`config.mk`:
```
export PLATFORM = sky130hd
export DESIGN_NAME = path_pulse_filter
export DESIGN_NICKNAME = d
export VERILOG_FILES = /design/src/rtl/path_pulse_pkg.sv /design/src/rtl/pulse_err_window.sv /design/src/rtl/path_pulse_filter.sv
export SDC_FILE = /design/constraint.sdc
export NUM_CORES = 1
export LEC_CHECK = 0
export BUFFER_PORTS_ARGS = -buffer_cell sky130_fd_sc_hd__buf_2
export CORE_ASPECT_RATIO = 0.7
export CORE_MARGIN = 2
export CORE_UTILIZATION = 45
export CTS_BUF_LIST = sky130_fd_sc_hd__clkbuf_2 sky130_fd_sc_hd__clkbuf_4 sky130_fd_sc_hd__clkbuf_8
export CTS_CLUSTER_DIAMETER = 200
export DETAILED_ROUTE_END_ITERATION = 8
export PLACE_DENSITY = 0.73
export SETUP_SLACK_MARGIN = 0.05
export SLEW_MARGIN = 10
export SYNTH_ARGS = -nofsm -noshare
export SYNTH_HDL_FRONTEND = slang
export SYNTH_SLANG_ARGS = --single-unit
```
`constraint.sdc`:
```
create_clock -name clk -period 4.15 [get_ports clk]
set_clock_uncertainty 0.1 [all_clocks]
set_input_delay 0.2075 -clock clk [delete_from_list [all_inputs] [get_ports clk]]
set_output_delay 0.2075 -clock clk [all_outputs]
set_load 0.005 [all_outputs]
```
`src/rtl/path_pulse_pkg.sv`:
```
// Shared constants, types and small helpers for the path pulse filter.
// Every delay, limit and window counter in the design is CNT_W bits wide.
package path_pulse_pkg;

   // Width of delay values, pending ages and window down-counters.
   localparam int CNT_W = 4;

   // Selects where the showcancelled error window begins.
   typedef enum logic {
      EVT_ON_EVENT  = 1'b0,
      EVT_ON_DETECT = 1'b1
   } win_mode_e;

   // Counts upward but holds at all-ones, so an age can never wrap.
   function automatic logic [CNT_W-1:0] sat_inc(input logic [CNT_W-1:0] v);
      return (v == '1) ? v : v + 1'b1;
   endfunction

   // Counts downward but holds at zero.
   function automatic logic [CNT_W-1:0] sat_dec(input logic [CNT_W-1:0] v);
      return (v == '0) ? v : v - 1'b1;
   endfunction

   // Smaller of two counter values.
   function automatic logic [CNT_W-1:0] cnt_min(input logic [CNT_W-1:0] x,
                                                input logic [CNT_W-1:0] y);
      return (x < y) ? x : y;
   endfunction

   // Larger of two counter values.
   function automatic logic [CNT_W-1:0] cnt_max(input logic [CNT_W-1:0] x,
                                                input logic [CNT_W-1:0] y);
      return (x > y) ? x : y;
   endfunction

endpackage

```
`src/rtl/pulse_err_window.sv`:
```
// Error window tracker for cancelled pulses.
// start_in/end_in are offsets in clock edges from the edge where open is
// high: err is registered high at edges start..end-1. The window is held as
// a pair of down-counters; a window opened while another is still running
// merges with it (earliest start, latest end).
module pulse_err_window
   import path_pulse_pkg::*;
(
   input  logic             clk,
   input  logic             rst,
   input  logic             open,
   input  logic [CNT_W-1:0] start_in,
   input  logic [CNT_W-1:0] end_in,
   output logic             err
);

   logic             win_v_q,     win_v_d;
   logic [CNT_W-1:0] win_start_q, win_start_d;
   logic [CNT_W-1:0] win_end_q,   win_end_d;
   logic             err_q,       err_d;

   logic             cur_v;
   logic [CNT_W-1:0] cur_start;
   logic [CNT_W-1:0] cur_end;

   // Merge a newly opened window into the live one, then age both counters.
   always_comb begin
      cur_v       = win_v_q;
      cur_start   = win_start_q;
      cur_end     = win_end_q;
      win_v_d     = 1'b0;
      win_start_d = '0;
      win_end_d   = '0;
      err_d       = 1'b0;

      if (open) begin
         cur_v = 1'b1;
         if (win_v_q) begin
            cur_start = cnt_min(win_start_q, start_in);
            cur_end   = cnt_max(win_end_q, end_in);
         end else begin
            cur_start = start_in;
            cur_end   = end_in;
         end
      end

      if (cur_v) begin
         err_d       = (cur_start == '0) && (cur_end != '0);
         win_start_d = sat_dec(cur_start);
         win_end_d   = sat_dec(cur_end);
         win_v_d     = (cur_end > CNT_W'(1));
      end
   end

   // Window counters and registered err.
   always_ff @(posedge clk) begin
      if (rst) begin
         win_v_q     <= 1'b0;
         win_start_q <= '0;
         win_end_q   <= '0;
         err_q       <= 1'b0;
      end else begin
         win_v_q     <= win_v_d;
         win_start_q <= win_start_d;
         win_end_q   <= win_end_d;
         err_q       <= err_d;
      end
   end

   assign err = err_q;

endmodule

```
`src/rtl/path_pulse_filter.sv`:
```
// Clocked inertial path delay with IEEE 1364 style pulse control.
// One pending transition is tracked at a time. An input edge that returns
// to the committed output before the pending edge matures cancels it; the
// cancellation is either silent (narrower than REJECT) or, with
// SHOW_CANCELLED, opens an err window while the output would be X.
module path_pulse_filter
   import path_pulse_pkg::*;
#(
   parameter int RISE_DLY       = 2,
   parameter int FALL_DLY       = 3,
   parameter int REJECT         = 0,
   parameter int SHOW_CANCELLED = 0,
   parameter int ON_DETECT      = 0
) (
   input  logic clk,
   input  logic rst,
   input  logic a,
   output logic out,
   output logic err,
   output logic cancel
);

   localparam logic [CNT_W-1:0] RISE_C   = CNT_W'(RISE_DLY);
   localparam logic [CNT_W-1:0] FALL_C   = CNT_W'(FALL_DLY);
   localparam win_mode_e        WIN_MODE = (ON_DETECT != 0) ? EVT_ON_DETECT : EVT_ON_EVENT;

   // Delay that applies to a transition towards val.
   function automatic logic [CNT_W-1:0] dly_of(input logic val);
      return val ? RISE_C : FALL_C;
   endfunction

   logic             out_q,      out_d;
   logic             target_q,   target_d;
   logic             pend_v_q,   pend_v_d;
   logic             pend_val_q, pend_val_d;
   logic [CNT_W-1:0] pend_age_q, pend_age_d;
   logic             cancel_q,   cancel_d;

   logic             commit;
   logic             is_edge;
   logic             do_cancel;
   logic             show_err;
   logic [CNT_W-1:0] pend_dly;
   logic [CNT_W-1:0] lead_rel;
   logic [CNT_W-1:0] trail_rel;

   logic             win_open;
   logic [CNT_W-1:0] win_start;
   logic [CNT_W-1:0] win_end;

   // Scheduling: commit a matured edge first, then judge the sampled input.
   always_comb begin
      out_d      = out_q;
      target_d   = target_q;
      pend_v_d   = pend_v_q;
      pend_val_d = pend_val_q;
      pend_age_d = pend_age_q;
      cancel_d   = 1'b0;
      do_cancel  = 1'b0;
      show_err   = 1'b0;

      pend_dly = dly_of(pend_val_q);
      commit   = pend_v_q && (pend_age_q >= pend_dly);
      is_edge  = (a != target_q);

      if (commit) begin
         out_d      = pend_val_q;
         pend_v_d   = 1'b0;
         pend_age_d = '0;
      end else if (pend_v_q) begin
         pend_age_d = sat_inc(pend_age_q);
      end

      if (is_edge) begin
         if (!pend_v_q || commit) begin
            // Fresh schedule; a same-cycle commit has already landed.
            target_d   = a;
            pend_v_d   = 1'b1;
            pend_val_d = a;
            pend_age_d = CNT_W'(1);
         end else begin
            // Input is back at the committed output: drop the pending edge.
            do_cancel  = 1'b1;
            target_d   = out_q;
            pend_v_d   = 1'b0;
            pend_age_d = '0;
            cancel_d   = 1'b1;
            show_err   = (SHOW_CANCELLED != 0) && (int'(pend_age_q) >= REJECT);
         end
      end
   end

   // Error window bounds, as edge offsets from the cancelling edge.
   always_comb begin
      win_open  = 1'b0;
      win_start = '0;
      win_end   = '0;
      lead_rel  = pend_dly - pend_age_q;
      trail_rel = dly_of(a);

      if (do_cancel && show_err) begin
         win_open = 1'b1;
         if (WIN_MODE == EVT_ON_DETECT) begin
            win_start = '0;
            win_end   = cnt_max(lead_rel, trail_rel);
         end else if (lead_rel == trail_rel) begin
            win_start = lead_rel;
            win_end   = lead_rel + 1'b1;
         end else begin
            win_start = cnt_min(lead_rel, trail_rel);
            win_end   = cnt_max(lead_rel, trail_rel);
         end
      end
   end

   // Output, target, pending slot and cancel strobe registers.
   always_ff @(posedge clk) begin
      if (rst) begin
         out_q      <= 1'b0;
         target_q   <= 1'b0;
         pend_v_q   <= 1'b0;
         pend_val_q <= 1'b0;
         pend_age_q <= '0;
         cancel_q   <= 1'b0;
      end else begin
         out_q      <= out_d;
         target_q   <= target_d;
         pend_v_q   <= pend_v_d;
         pend_val_q <= pend_val_d;
         pend_age_q <= pend_age_d;
         cancel_q   <= cancel_d;
      end
   end

   pulse_err_window u_win (
      .clk      (clk),
      .rst      (rst),
      .open     (win_open),
      .start_in (win_start),
      .end_in   (win_end),
      .err      (err)
   );

   assign out    = out_q;
   assign cancel = cancel_q;

endmodule

```
==> results of run 1 <==
==> cell families (layout without fill, tap and decap cells) <==
group / count (synthesis) / after routing / synth area share, %
simple gates: 36 / 36 / 23.6
xor+xnor: 4 / 4 / 4.96
buf+inv: 10 / 17 / 4.38
mux: 1 / 1 / 1.17
flops: 19 / 19 / 44.4
fa+ha+maj: 5 / 5 / 7.30
compound gates: 17 / 17 / 14.2
==> final cells by class <==
class                           instances  area, sq um
Clock buffer                            4         30.0
Fill cell                             179          890
Inverter                                8         30.0
Multi-Input combinational cell         63          439
Sequential cell                        19          380
Tap cell                               22         27.5
Timing Repair Buffer                    5         25.0
==> power groups by stage <==
stage	Clock, mW	Combinational (mW)	Sequential [mW]
finish	0.0971	0.0557	0.198
detailed placement	0	0.0560	0.202
CTS	0.101	0.0561	0.198
global route	0.106	0.0631	0.199
global placement	0	0.0551	0.202
floorplan	0	0.0469	0.201
==> routing by layer <==
layer  routed length (microns)  up-vias  track usage, %
li1                          -      331               -
met1                       689      291            14.2
met2                       613        3            23.5
met3                        39        2            5.81
met4                        18        0            7.14
met5                         0        -               0
==> path summary, 6_finish.rpt <==
check,to,slack (ps),cells after the start
worst min register to register,pend_age_q[3]$_SDFFE_PP0P_,380,1
worst max register to register,pend_age_q[0]$_SDFFE_PP0P_,2200,6
worst min-delay path,pend_age_q[0]$_SDFFE_PP0P_,100,2
worst max-delay path,pend_age_q[0]$_SDFFE_PP0P_,2200,6
==> synthesized netlist by cell type, drive strengths merged <==
library cell	number
a2111oi	1
a211oi	2
a21oi	7
a22oi	1
a31oi	2
and3b	1
clkbuf	2
clkinv	1
dfxtp	19
ha	5
inv	7
mux2i	1
nand2	2
nand2b	5
nand3	1
nand3b	3
nor2	12
nor2b	1
nor3	5
nor3b	1
nor4	1
nor4b	1
o21ai	3
o41ai	1
or3	2
or3b	1
xnor2	3
xor2	1
==> state kept, by name (all words and copies together), names as in the netlist <==
name and cells:
u_win.win_v_q 1, cancel 1, u_win.win_start_q 4, u_win.win_end_q 4
target_q 1, u_win.err 1, pend_val_q 1, pend_age_q 4
pend_v_q 1, out 1
==> per-stage QoR <==
stage               power, mW  util (%)  setup slack (ps)  hold WS, ps
global route            0.368      51.2              2060          108
floorplan               0.248         -              2340          278
finish                  0.351      51.2              2200          101
global placement        0.257      49.5              2270          342
detailed placement      0.258      49.5              2230          358
CTS                     0.355      51.2              2210         91.9
==> critical path: stages (launching register included) <==
cell,delay (ps)
dfxtp_1,370
inv_1,70
ha_1,280
nand2b_4,150
a2111oi_4,560
mux2i_1,240
a21oi_1,70
==> impl_metrics.json, run 1 <==
{
  "ys_ff_latch": 19,
  "crit_required_ps": 4240,
  "status": "completed",
  "diodes": 0,
  "pwr-share-seq_pct": 56.5,
  "clock_latency_ps": 290,
  "fin_cells": 121,
  "power_switching_uw": 91.1,
  "p_per_area_nw_per_um2": 377,
  "design.core.area_sq_um": 1820,
  "synthesis.area_sq_um": 857,
  "fmax_mhz": 512,
  "synth_top_area_share_pct": 44.4,
  "cts_made_buffers": 3,
  "ys_top_cells_by_area": "dfxtp_1, ha_1, nor2_1",
  "final_cell_mix": "dfxtp_1, nor2_1, inv_1, a21oi_1",
  "layout-drive-gt1-share_pct": 12.1,
  "setup_viol": 0,
  "area_growth_pct": 8.76,
  "grt_overflow": 0,
  "dieArea_sq_um": 2280,
  "maxSlewHeadroom_pct": 63.1,
  "ys_types": 29,
  "hold_viol": 0,
  "initial_utilization_pct": 47.0,
  "ir_drop_v": 0.000217,
  "leakagePower_nw": 0.350,
  "path_class": "reg2reg",
  "clockRootBuffer": "clkbuf_4",
  "grt_pass1_wl_microns": 2150,
  "synth_fp_nets": 100,
  "grt_use_total_pct": 13.3,
  "worst_pin_slew_ps": 552,
  "synth_warnings": 0,
  "totalWireLength_microns": 1360,
  "drt-vias-per-instance": 5.18,
  "cts_max_level": 1,
  "finalInstanceArea_sq_um": 932,
  "cts_tree": "done",
  "syn_avg_cell_area_sq_um": 9.32,
  "top_level_ports": 6,
  "cts_buffer_depth": 2,
  "ant_nets": 0,
  "cts_resized": 0,
  "grt_max_degree": 12,
  "drc_errors": 0,
  "period_share_pct": 47.1,
  "hp-start": "rst",
  "report.final.slew_viol_count": 0,
  "port_buffers": 5,
  "endpoint_kind": "flop",
  "worstHoldPathType": "in2reg",
  "fin_nets": 108,
  "dr.pass1.iters": 4,
  "internal_power_uw": 260,
  "r2r-start": "pend_val_q$_SDFFE_PP0P_",
  "grt_pass1_vias": 511,
  "synth_top_cell_by_area": "dfxtp_1",
  "cp.arrival_ps": 2040,
  "die_w_microns": 56.2,
  "drv_cap": 0,
  "clkTransAtPathRegs_ps": 100,
  "ys_seq_area_share_pct": 44.4,
  "routedWlPerCell_microns": 11.2,
  "combPwrFrac_pct": 15.9,
  "layout_commonest_cell": "dfxtp_1",
  "postSynthCellCount": 92,
  "switching_share_pct": 25.9,
  "dp_hpwl_microns": 1020,
  "place_congestion": 0.704,
  "dp_cells": 117,
  "cts.hold.buffers_added": 0,
  "startpoint_type": "flop",
  "critPathMaxFanout": 8,
  "row_count": 13,
  "clockPowerShare_pct": 27.7,
  "clkSinkCount": 19,
  "min_period_ps": 1950,
  "crit_start": "pend_val_q$_SDFFE_PP0P_",
  "drtIter0Drc": 11,
  "fin_setup_tns_ps": 0,
  "via_count": 627,
  "cts_setup_buffers": 0,
  "antenna_found_initial": 0,
  "dpl_cell_area_sq_um": 902,
  "die_y_microns": 40.5,
  "rsz0062_at_grt": "no"
}
No activity file was read; power rests on OpenSTA's default activity.
==> run 2, diff against run 1 <==
Clock period 4.15 ns to 1.9 ns, I/O delays scaled along.
==> impl_metrics.json, run 2 (synthesis results as in run 1) <==
{
  "min_period_ps": 1780,
  "fin_nets": 116,
  "drtIter0Drc": 12,
  "dr.pass1.iters": 4,
  "hold_viol": 0,
  "die_y_microns": 40.5,
  "layout_commonest_cell": "dfxtp_1",
  "worst_pin_slew_ps": 387,
  "p_per_area_nw_per_um2": 820,
  "dpl_cell_area_sq_um": 917,
  "die_w_microns": 56.2,
  "dieArea_sq_um": 2280,
  "area_growth_pct": 19.7,
  "crit_required_ps": 2030,
  "r2r-start": "pend_age_q[0]$_SDFFE_PP0P_",
  "critPathMaxFanout": 5,
  "drc_errors": 0,
  "clockRootBuffer": "clkbuf_4",
  "antenna_found_initial": 0,
  "layout-drive-gt1-share_pct": 25.2,
  "dp_cells": 119,
  "design.core.area_sq_um": 1820,
  "grt_overflow": 0,
  "grt_pass1_vias": 585,
  "dp_hpwl_microns": 1110,
  "cts_buffer_depth": 2,
  "cpPeakStageDelay_ps": 350,
  "place_congestion": 0.752,
  "cts_tree": "done",
  "routedWlPerCell_microns": 12.8,
  "rsz0062_at_grt": "no",
  "fin_util_pct": 56.3,
  "leakagePower_nw": 0.393,
  "grt_pass1_wl_microns": 2500,
  "status": "completed",
  "grt_use_total_pct": 15.5,
  "rr_endpoint": "pend_age_q[1]$_SDFFE_PP0P_",
  "drt-vias-per-instance": 5.07,
  "initial_utilization_pct": 47.0,
  "worst-path-buf-inv": 3,
  "clock_latency_ps": 310,
  "rr_worst_depth": 8,
  "hp-start": "a",
  "port_buffers": 5,
  "diodes": 0,
  "totalWireLength_microns": 1650,
  "path_class": "reg2reg",
  "cts_max_level": 1,
  "rrSetupSlack_ps": 120,
  "top_level_ports": 6,
  "hold_slack_ps": 18.4,
  "endpoint_kind": "flop",
  "critPathTopFamily": "compound AO/OA/AOI/OAI gates",
  "whs_endpoint": "pend_val_q$_SDFFE_PP0P_",
  "maxSlewHeadroom_pct": 74.2,
  "final_cell_mix": "dfxtp_1, nor2_1, a21oi_1",
  "period_share_pct": 93.5,
  "worstHoldPathType": "in2reg",
  "finalInstanceArea_sq_um": 1030,
  "cp_cell_sequence": "inv_2, ha_4, nand2b_4, a2111oi_4, buf_4, buf_6, a22oi_2, nor3_1",
  "slowest_stage": "dfxtp_2",
  "clkTransAtPathRegs_ps": 100,
  "setup_viol": 0,
  "ant_nets": 0,
  "ir_drop_v": 0.000494,
  "setup_ws_ps": 124,
  "dp_slack_ps": -39.1,
  "cp.arrival_ps": 1910,
  "grt_max_degree": 12,
  "row_count": 13,
  "clkSinkCount": 19,
  "worstHoldPathCells": 3,
  "report.final.slew_viol_count": 0,
  "via_count": 654,
  "cts_made_buffers": 3,
  "fin_setup_tns_ps": 0,
  "drv_cap": 0,
  "fin_cells": 129,
  "p_total_uw": 841,
  "fmax_mhz": 563,
  "startpoint_type": "flop",
  "largestRegisters": "pend_age_q x4, u_win.win_end_q x4, u_win.win_start_q x4"
}
==> run 2: changes by cell type in the layout (fill, tap and decap cells not counted), sizes merged <==
cell | previous run | this run
clkinv | 1 | 2
dlygate4sd3 | 0 | 1
buf | 5 | 12
clkbuf | 4 | 3
==> run 2: worst register-to-register path, cell delays in order, from the launching register on <==
cell and delay, ps:
dfxtp_2 350, inv_2 50, ha_4 220, nand2b_4 150, a2111oi_4 320, buf_4 190, buf_6 110, a22oi_2 50
nor3_1 170
==> run 2: report_power, final <==
part / total [mW] / switching [mW] / internal (mW)
clock: 0.202 / 0.123 / 0.0787
combinational: 0.206 / 0.0962 / 0.110
sequential: 0.434 / 0.0156 / 0.418
==> run 2: worst max-delay path by stage <==
| stage | to | startpoint | cells past startpoint |
|---|---|---|---|
| floorplan | pend_age_q[0]$_SDFFE_PP0P_ | pend_age_q[0]$_SDFFE_PP0P_ | 6 |
| global placement | pend_v_q$_SDFFE_PP0P_ | pend_val_q$_SDFFE_PP0P_ | 7 |
| detailed placement | pend_v_q$_SDFFE_PP0P_ | pend_val_q$_SDFFE_PP0P_ | 7 |
| CTS | pend_age_q[1]$_SDFFE_PP0P_ | pend_val_q$_SDFFE_PP0P_ | 8 |
| global route | pend_age_q[1]$_SDFFE_PP0P_ | pend_age_q[0]$_SDFFE_PP0P_ | 8 |
| finish | pend_age_q[1]$_SDFFE_PP0P_ | pend_age_q[0]$_SDFFE_PP0P_ | 8 |
==> run 2: metal layers <==
layer | up-vias | routed length (microns) | track usage (%) | part of all wire [%]
li1 | 349 | - | - | -
met1 | 297 | 785 | 16.3 | 47
met2 | 4 | 786 | 27.6 | 48
met3 | 4 | 53 | 6.77 | 3.2
met4 | 0 | 28 | 8.33 | 1.7
met5 | - | 0 | 0 | 0
==> run 2: layout make-up <==
cell class | instances | area [sq um]
inverters | 8 | 30.0
flip-flops and latches | 19 | 383
clock inverters | 1 | 5.00
repair buffers | 13 | 91.3
clock buffers | 3 | 22.5
well taps | 22 | 27.5
multi-input cells | 63 | 467
fillers | 157 | 796
==> run 2: timing repair <==
action,in CTS,in global routing
hold endpoints to repair,5,0
pin swaps,1,4
setup endpoints to repair,5,9
hold buffers,1,0
resized for setup,0,9
buffers inserted,1,4
